## src/rtl/vga_sync_receiver_if.sv

```systemverilog
// vga_sync_receiver_if: VGA sync and colour lines as driven by a VGA source
interface vga_sync_receiver_if;
  logic       in_vga_horizontal_sync;
  logic       in_vga_vertical_sync;
  logic [3:0] in_vga_r;
  logic [3:0] in_vga_g;
  logic [3:0] in_vga_b;
  modport master (
    output in_vga_horizontal_sync, in_vga_vertical_sync, in_vga_r, in_vga_g, in_vga_b
  );
  modport slave (
    input in_vga_horizontal_sync, in_vga_vertical_sync, in_vga_r, in_vga_g, in_vga_b
  );
endinterface

```

## src/rtl/vga_sync_receiver.sv

```systemverilog
// vga_sync_receiver: recovers 640x480@60 VGA timing, locks to it and re-emits qualified pixels; VGA_RX_CHECKSUM_EN adds a per-frame pixel checksum
module vga_sync_receiver #(
  parameter int H_VISIBLE       = 640,
  parameter int H_SYNC          = 96,
  parameter int H_BACK_PORCH    = 48,
  parameter int H_TOTAL         = 800,
  parameter int V_VISIBLE       = 480,
  parameter int V_SYNC          = 2,
  parameter int V_BACK_PORCH    = 33,
  parameter int V_TOTAL         = 525,
  parameter int SYNC_ACTIVE_LOW = 1,
  parameter int LOCK_FRAMES     = 2
) (
  input  logic               clk_pixel,
  input  logic               reset_n,
  vga_sync_receiver_if.slave vga,
  output logic [3:0]         out_vga_r,
  output logic [3:0]         out_vga_g,
  output logic [3:0]         out_vga_b,
  output logic [9:0]         out_h_position,
  output logic [9:0]         out_v_position,
  output logic               out_visible_area,
  output logic               out_pixel_valid,
  output logic               out_locked,
  output logic               out_error,
  output logic [15:0]        out_frame_checksum
);
  typedef enum logic [1:0] {SEARCH, MEASURE, LOCKED} state_t;
  localparam logic        POL     = SYNC_ACTIVE_LOW != 0;
  localparam logic [10:0] H_START = 11'(H_SYNC + H_BACK_PORCH);
  localparam logic [10:0] H_END   = 11'(H_SYNC + H_BACK_PORCH + H_VISIBLE);
  localparam logic [9:0]  V_START = 10'(V_SYNC + V_BACK_PORCH);
  localparam logic [9:0]  V_END   = 10'(V_SYNC + V_BACK_PORCH + V_VISIBLE);
  localparam logic [11:0] H_LEN   = 12'(H_TOTAL);
  localparam logic [10:0] V_LEN   = 11'(V_TOTAL);
  localparam logic [2:0]  LOCK_N  = 3'(LOCK_FRAMES);

  state_t      state_q, state_d;
  logic        hs1_q, hs1_d, vs1_q, vs1_d, hs0_q, hs0_d, vs0_q, vs0_d;
  logic [3:0]  r1_q, r1_d, g1_q, g1_d, b1_q, b1_d;
  logic [10:0] h_count_q, h_count_d;
  logic [9:0]  v_count_q, v_count_d;
  logic        armed_q, armed_d, line_bad_q, line_bad_d;
  logic [2:0]  good_q, good_d;
  logic [3:0]  out_r_q, out_r_d, out_g_q, out_g_d, out_b_q, out_b_d;
  logic [9:0]  out_h_q, out_h_d, out_v_q, out_v_d;
  logic        out_vis_q, out_vis_d, out_valid_q, out_valid_d;
  logic        out_locked_q, out_locked_d, out_error_q, out_error_d;
  logic        hs_edge, vs_edge, armed_now, v_reset, checking;
  logic        line_mis, frame_mis, sat_hit, frame_clean;
  logic        locked, fault, visible, valid;

  // Stage 1 capture, sync edge detection, line/frame counters and timing checks
  always_comb begin
    hs1_d       = vga.in_vga_horizontal_sync ^ POL;
    vs1_d       = vga.in_vga_vertical_sync ^ POL;
    r1_d        = vga.in_vga_r;
    g1_d        = vga.in_vga_g;
    b1_d        = vga.in_vga_b;
    hs0_d       = hs1_q;
    vs0_d       = vs1_q;
    hs_edge     = hs1_q & ~hs0_q;
    vs_edge     = vs1_q & ~vs0_q;
    armed_now   = armed_q | vs_edge;
    v_reset     = hs_edge & armed_now;
    armed_d     = armed_now & ~v_reset;
    h_count_d   = hs_edge ? '0 : &h_count_q ? h_count_q : h_count_q + 11'd1;
    v_count_d   = v_reset ? '0 : (hs_edge & ~&v_count_q) ? v_count_q + 10'd1 : v_count_q;
    checking    = state_q != SEARCH;
    line_mis    = checking & hs_edge & ({1'b0, h_count_q} + 12'd1 != H_LEN);
    frame_mis   = checking & v_reset & ({1'b0, v_count_q} + 11'd1 != V_LEN);
    sat_hit     = (&h_count_d) & (h_count_q == 11'd2046);
    line_bad_d  = ~v_reset & (line_bad_q | line_mis);
    frame_clean = ~(line_bad_q | line_mis | frame_mis);
    locked      = state_q == LOCKED;
    fault       = locked & (line_mis | frame_mis | sat_hit);
    visible     = (h_count_d >= H_START) & (h_count_d < H_END) &
                  (v_count_d >= V_START) & (v_count_d < V_END);
    valid       = visible & locked;
  end

  // Lock tracking: count clean frames up to lock, drop back on any mismatch
  always_comb begin
    state_d = state_q;
    good_d  = good_q;
    case (state_q)
      SEARCH: if (v_reset) begin
        state_d = MEASURE;
        good_d  = '0;
      end
      MEASURE: if (sat_hit) state_d = SEARCH;
      else if (v_reset) begin
        good_d  = frame_clean ? good_q + 3'd1 : '0;
        state_d = (frame_clean && good_q + 3'd1 == LOCK_N) ? LOCKED : MEASURE;
      end
      LOCKED: if (fault) begin
        state_d = MEASURE;
        good_d  = '0;
      end
      default: state_d = SEARCH;
    endcase
  end

  // Stage 2 outputs; lock affects samples after the one that decides it
  always_comb begin
    out_r_d      = valid ? r1_q : '0;
    out_g_d      = valid ? g1_q : '0;
    out_b_d      = valid ? b1_q : '0;
    out_h_d      = visible ? 10'(h_count_d - H_START) : '0;
    out_v_d      = visible ? v_count_d - V_START : '0;
    out_vis_d    = visible;
    out_valid_d  = valid;
    out_locked_d = locked;
    out_error_d  = fault;
  end

  // State registers with synchronous active-low reset
  always_ff @(posedge clk_pixel) begin
    if (!reset_n) begin
      state_q      <= SEARCH;
      hs1_q        <= 1'b0;
      vs1_q        <= 1'b0;
      hs0_q        <= 1'b0;
      vs0_q        <= 1'b0;
      r1_q         <= '0;
      g1_q         <= '0;
      b1_q         <= '0;
      h_count_q    <= '0;
      v_count_q    <= '0;
      armed_q      <= 1'b0;
      line_bad_q   <= 1'b0;
      good_q       <= '0;
      out_r_q      <= '0;
      out_g_q      <= '0;
      out_b_q      <= '0;
      out_h_q      <= '0;
      out_v_q      <= '0;
      out_vis_q    <= 1'b0;
      out_valid_q  <= 1'b0;
      out_locked_q <= 1'b0;
      out_error_q  <= 1'b0;
    end else begin
      state_q      <= state_d;
      hs1_q        <= hs1_d;
      vs1_q        <= vs1_d;
      hs0_q        <= hs0_d;
      vs0_q        <= vs0_d;
      r1_q         <= r1_d;
      g1_q         <= g1_d;
      b1_q         <= b1_d;
      h_count_q    <= h_count_d;
      v_count_q    <= v_count_d;
      armed_q      <= armed_d;
      line_bad_q   <= line_bad_d;
      good_q       <= good_d;
      out_r_q      <= out_r_d;
      out_g_q      <= out_g_d;
      out_b_q      <= out_b_d;
      out_h_q      <= out_h_d;
      out_v_q      <= out_v_d;
      out_vis_q    <= out_vis_d;
      out_valid_q  <= out_valid_d;
      out_locked_q <= out_locked_d;
      out_error_q  <= out_error_d;
    end
  end

  assign out_vga_r        = out_r_q;
  assign out_vga_g        = out_g_q;
  assign out_vga_b        = out_b_q;
  assign out_h_position   = out_h_q;
  assign out_v_position   = out_v_q;
  assign out_visible_area = out_vis_q;
  assign out_pixel_valid  = out_valid_q;
  assign out_locked       = out_locked_q;
  assign out_error        = out_error_q;

`ifdef VGA_RX_CHECKSUM_EN
  logic [15:0] acc_q, acc_d, cks_q, cks_d;

  // Sum each valid pixel; publish and restart at every locked frame boundary
  always_comb begin
    cks_d = (locked & v_reset) ? acc_q : cks_q;
    acc_d = (locked & (v_reset | fault)) ? '0 : valid ? acc_q + {4'd0, r1_q, g1_q, b1_q} : acc_q;
  end

  // Checksum registers
  always_ff @(posedge clk_pixel) begin
    if (!reset_n) begin
      acc_q <= '0;
      cks_q <= '0;
    end else begin
      acc_q <= acc_d;
      cks_q <= cks_d;
    end
  end

  assign out_frame_checksum = cks_q;
`else
  assign out_frame_checksum = 16'd0;
`endif
endmodule
```

## src/flat_wrapper.sv

```systemverilog
// flat-port wrapper written by rule: the top's interface ports become plain ports
module vga_sync_receiver_flat 
#(
  parameter int H_VISIBLE       = 640,
  parameter int H_SYNC          = 96,
  parameter int H_BACK_PORCH    = 48,
  parameter int H_TOTAL         = 800,
  parameter int V_VISIBLE       = 480,
  parameter int V_SYNC          = 2,
  parameter int V_BACK_PORCH    = 33,
  parameter int V_TOTAL         = 525,
  parameter int SYNC_ACTIVE_LOW = 1,
  parameter int LOCK_FRAMES     = 2
)
  (clk_pixel, reset_n, out_vga_r, out_vga_g, out_vga_b, out_h_position, out_v_position, out_visible_area, out_pixel_valid, out_locked, out_error, out_frame_checksum, vga_in_vga_horizontal_sync, vga_in_vga_vertical_sync, vga_in_vga_r, vga_in_vga_g, vga_in_vga_b);
  vga_sync_receiver_if vga_i ();
  input  logic clk_pixel;
  input  logic reset_n;
  output logic [3:0] out_vga_r;
  output logic [3:0] out_vga_g;
  output logic [3:0] out_vga_b;
  output logic [9:0] out_h_position;
  output logic [9:0] out_v_position;
  output logic out_visible_area;
  output logic out_pixel_valid;
  output logic out_locked;
  output logic out_error;
  output logic [15:0] out_frame_checksum;
  input wire logic [$bits(vga_i.in_vga_horizontal_sync)-1:0] vga_in_vga_horizontal_sync;
  input wire logic [$bits(vga_i.in_vga_vertical_sync)-1:0] vga_in_vga_vertical_sync;
  input wire logic [$bits(vga_i.in_vga_r)-1:0] vga_in_vga_r;
  input wire logic [$bits(vga_i.in_vga_g)-1:0] vga_in_vga_g;
  input wire logic [$bits(vga_i.in_vga_b)-1:0] vga_in_vga_b;
  assign vga_i.in_vga_horizontal_sync = vga_in_vga_horizontal_sync;
  assign vga_i.in_vga_vertical_sync = vga_in_vga_vertical_sync;
  assign vga_i.in_vga_r = vga_in_vga_r;
  assign vga_i.in_vga_g = vga_in_vga_g;
  assign vga_i.in_vga_b = vga_in_vga_b;
  vga_sync_receiver #(.H_VISIBLE(H_VISIBLE), .H_SYNC(H_SYNC), .H_BACK_PORCH(H_BACK_PORCH), .H_TOTAL(H_TOTAL), .V_VISIBLE(V_VISIBLE), .V_SYNC(V_SYNC), .V_BACK_PORCH(V_BACK_PORCH), .V_TOTAL(V_TOTAL), .SYNC_ACTIVE_LOW(SYNC_ACTIVE_LOW), .LOCK_FRAMES(LOCK_FRAMES)) u_core (.clk_pixel(clk_pixel), .reset_n(reset_n), .vga(vga_i), .out_vga_r(out_vga_r), .out_vga_g(out_vga_g), .out_vga_b(out_vga_b), .out_h_position(out_h_position), .out_v_position(out_v_position), .out_visible_area(out_visible_area), .out_pixel_valid(out_pixel_valid), .out_locked(out_locked), .out_error(out_error), .out_frame_checksum(out_frame_checksum));
endmodule
```

## config.mk

```make
export PLATFORM = sky130hd
export DESIGN_NAME = vga_sync_receiver_flat
export DESIGN_NICKNAME = d
export VERILOG_FILES = /design/src/rtl/vga_sync_receiver_if.sv /design/src/rtl/vga_sync_receiver.sv /design/src/flat_wrapper.sv
export SDC_FILE = /design/constraint.sdc
export NUM_CORES = 1
export LEC_CHECK = 0
export ABC_CLOCK_PERIOD_IN_PS = 9390
export CORE_ASPECT_RATIO = 1.75
export CORE_UTILIZATION = 40
export DETAILED_ROUTE_END_ITERATION = 7
export SLEW_MARGIN = 20
export SYNTH_ARGS = -nofsm -noshare
export SYNTH_HDL_FRONTEND = slang
export SYNTH_SLANG_ARGS = --single-unit
```

## constraint.sdc

```tcl
create_clock -name clk_pixel -period 9.39 [get_ports clk_pixel]
set_input_delay 1.4085 -clock clk_pixel [delete_from_list [all_inputs] [get_ports clk_pixel]]
set_output_delay 1.4085 -clock clk_pixel [all_outputs]
set_load 0.01 [all_outputs]
```

==> results.sh <==
export IMPL_drv_slew=0
export IMPL_cp_data_required_time_ns=9.64
export IMPL_crit_slowest_cell="or4_1"
export IMPL_grt_pass1_wl_um=15600
export IMPL_ir_worst_vdd_mv=0.0992
export IMPL_insertion_delay_ns=0.34
export IMPL_synthesis_area_um2=3900
export IMPL_placement_cell_area_um2=4410
export IMPL_die_h_um=133
export IMPL_die_area_um2=10200
export IMPL_rsz0062_at_grt="no"
export IMPL_port_buffers=51
export IMPL_leakagePower_nw=1.74
export IMPL_grt_max_degree=35
export IMPL_cts_sinks=80
export IMPL_detailedRoute_firstPassIterationCount=4
export IMPL_grt_pass1_vias=3140
export IMPL_ys_flop_type="dfxtp_1"
export IMPL_cpMostUsedCell="ha_1"
export IMPL_synthDistinctLibCells=72
export IMPL_routabilityCongestion=0.880
export IMPL_synthArstFlopShare_pct=0
export IMPL_hold_worst_slack_ns=0.406
export IMPL_n_fill_cell=896
export IMPL_synth_edff_count=0
export IMPL_layout_drive_gt1_share_pct=9.90
export IMPL_syn_to_final_growth_pct=21.6
export IMPL_status="completed"
export IMPL_post_cts_resized=0
export IMPL_skew_ns=0.00625
export IMPL_drtAntennaViolNets=0
export IMPL_clk_pin_slew_ns=0.06
export IMPL_slowest_delay_ns=0.54
export IMPL_yosys_warnings=0
export IMPL_reg2reg_depth=11
export IMPL_hold_buffers=0
export IMPL_via_count=3214
export IMPL_finalCritPeriodShare_pct=42.1
export IMPL_synthTopCellsByArea="dfxtp_1 41%, nor2_1 5.1%, nor3_2 3.9%"
export IMPL_htreeDepth=3
export IMPL_crit_cells=11
export IMPL_core_um2=9470
export IMPL_final_cell_mix="80 x dfxtp_1, 53 x nor2_1, 51 x clkdlybuf4s50_1"
export IMPL_setup_viol=0
export IMPL_cp_end_kind="flop"
export IMPL_pre_cts_ws_ns=5.25
export IMPL_worst_setup_path_type="flop to flop"
export IMPL_worstMarginPinSlew_ns=0.771
export IMPL_final_area_um2=4740
export IMPL_antenna_found_initial=0
export IMPL_cts_setup_buffers=0
export IMPL_max_freq_mhz=253
export IMPL_synth_top_area_share_pct=41.1
export IMPL_crit_path_cell_trace="ha_1, nand3_1, o31a_1, xnor2_1, nor2_1, ha_1, or4_1, o31ai_1, o2111ai_4, buf_16, a211oi_1"
export IMPL_drt_initial_drc_count=132
export IMPL_critical_path_top_delay_family="compound AO/OA/AOI/OAI gates"
export IMPL_hold_class="flop to flop"
export IMPL_path_buf_inv=1
export IMPL_placedCellCount=590
export IMPL_routed_wl_um=9530
export IMPL_critPathArrivalTime_ns=4.20
export IMPL_worstPathMaxFanout=22
export IMPL_clockBufferDepth=2
export IMPL_r2r_start="u_core.v_count_q[0]"
export IMPL_grt_total_usage_pct=19.8
export IMPL_place_hpwl_um=7090
export IMPL_synth_seq_cells=80
export IMPL_synth_top_area_cell="dfxtp_1"
export IMPL_fin_cells=607
export IMPL_endpoint="u_core.out_h_position[8]"
export IMPL_setup_ws_ns=5.43
export IMPL_num_rows=47
export IMPL_pin_count=68
export IMPL_hold_violations=0
export IMPL_p_per_area_nw_per_um2=157
export IMPL_grt_overflow_total=0
export IMPL_final_common_cell="dfxtp_1"
export IMPL_start_util_pct=41.2
export IMPL_cts_tree="built"
export IMPL_max_cap_violations=0
export IMPL_min_period_ns=3.96
export IMPL_synth_cells=439
export IMPL_worstReg2RegEnd="u_core.out_h_position[8]"
export IMPL_clockRootBuffer="clkbuf_16"
export IMPL_routedWlPerCell_um=15.7
export IMPL_cts_made_buffers=9
export IMPL_r2r_slack_ns=5.43
export IMPL_yosysSeqAreaShare_pct=41.1
export IMPL_avgViaCountPerCell=5.29
export IMPL_final_net_count=507
export IMPL_critical_path_startpoint="u_core.v_count_q[0]"
export IMPL_antenna_cells=0
export IMPL_max_slew_margin_pct=48.5
export IMPL_drc_errors=0
export IMPL_synth_area_per_cell_um2=8.88
export IMPL_final_setup_tns_ns=0
export IMPL_die_width_um=76.6
export IMPL_cp_start_kind="flop"
## where the power goes
group          switching, mW  internal (mW)
logic                 0.0217         0.0140
clock network          0.144          0.216
registers            0.00405          0.345
total                  0.170          0.574
## cell usage after synthesis, drive strengths merged (3+ instances only)
cell type / number
a21oi: 18
a211oi: 5
xnor2: 13
o31ai: 3
xor2: 3
nor2b: 4
buf: 30
nor2: 53
nand3: 10
nor4: 8
o311ai: 4
and2: 20
inv: 14
and3: 8
clkbuf: 9
mux2i: 3
nor4bb: 3
nor3: 24
nand3b: 5
or2: 7
dfxtp: 80
nand2: 28
a31oi: 6
a211o: 3
nor3b: 3
and4: 5
nand2b: 5
ha: 11
o21ai: 9
nand4: 6
or3: 3
## worst register-to-register path, cell delays in order, from the launching register on
cell       delay, ns
dfxtp_1         0.45
ha_1            0.35
nand3_1         0.22
o31a_1          0.43
xnor2_1         0.22
nor2_1          0.10
ha_1            0.26
or4_1           0.54
o31ai_1         0.36
o2111ai_4       0.42
buf_16          0.31
a211oi_1        0.21
## area by class of cell
| class | instances | area (um^2) | area share [%] |
|---|---|---|---|
| Timing Repair Buffer | 54 | 553 | 11.7 |
| Tap cell | 122 | 153 | 3.22 |
| Clock buffer | 11 | 243 | 5.12 |
| Clock inverter | 5 | 61.3 | 1.29 |
| Sequential cell | 80 | 1600 | 33.8 |
| Multi-Input combinational cell | 321 | 2080 | 43.8 |
| Inverter | 14 | 52.6 | 1.11 |
## how the worst min path moves through the flow
stage | start | to | depth (start not counted)
finish | u_core.g1_q[3] | u_core.out_vga_g[3] | 2
global route | u_core.r1_q[0] | u_core.out_vga_r[0] | 2
CTS | u_core.g1_q[3] | u_core.out_vga_g[3] | 2
detailed placement | u_core.g1_q[3] | u_core.out_vga_g[3] | 2
global placement | u_core.g1_q[3] | u_core.out_vga_g[3] | 2
floorplan | u_core.b1_q[0] | u_core.out_vga_b[0] | 2
## metrics by stage
stage	util [%]	power, mW
2_1_floorplan	-	0.384
3_3_place_gp	46.6	0.392
3_5_place_dp	46.6	0.392
4_1_cts	49.8	0.751
5_1_grt	50.1	0.770
6_report	50.1	0.744
## registers in the layout (all words and copies together) (netlist names), 2 cells and up
register and cells:
u_core.good_q 3, u_core.out_vga_b 4, u_core.v_count_q 10, u_core.out_vga_r 4, u_core.g1_q 4, u_core.out_h_position 10
u_core.out_v_position 10, u_core.r1_q 4, u_core.b1_q 4, u_core.state_q 2, u_core.h_count_q 11, u_core.out_vga_g 4
## logic make-up (layout without fill, tap and decap cells)
kind of cell	Yosys count	in the layout	synth area share (%)
AOI/OAI and AO/OA	75	75	14.2
xor gates and xnor gates	16	16	3.60
adders and majority gates	11	11	3.53
buffers and inverters	53	84	7.38
DFF	80	80	41.1
muxes	5	5	1.35
other	1	16	0.0962
and+or+nand+nor	198	198	28.8
## routing by layer
layer	GRT usage, %	part of all wire [%]
met1	19.9	39
met2	36.7	55
met3	4.07	2.6
met4	12.3	4.1
met5	0	0
Note: power is estimated with default switching activity, not from simulation.
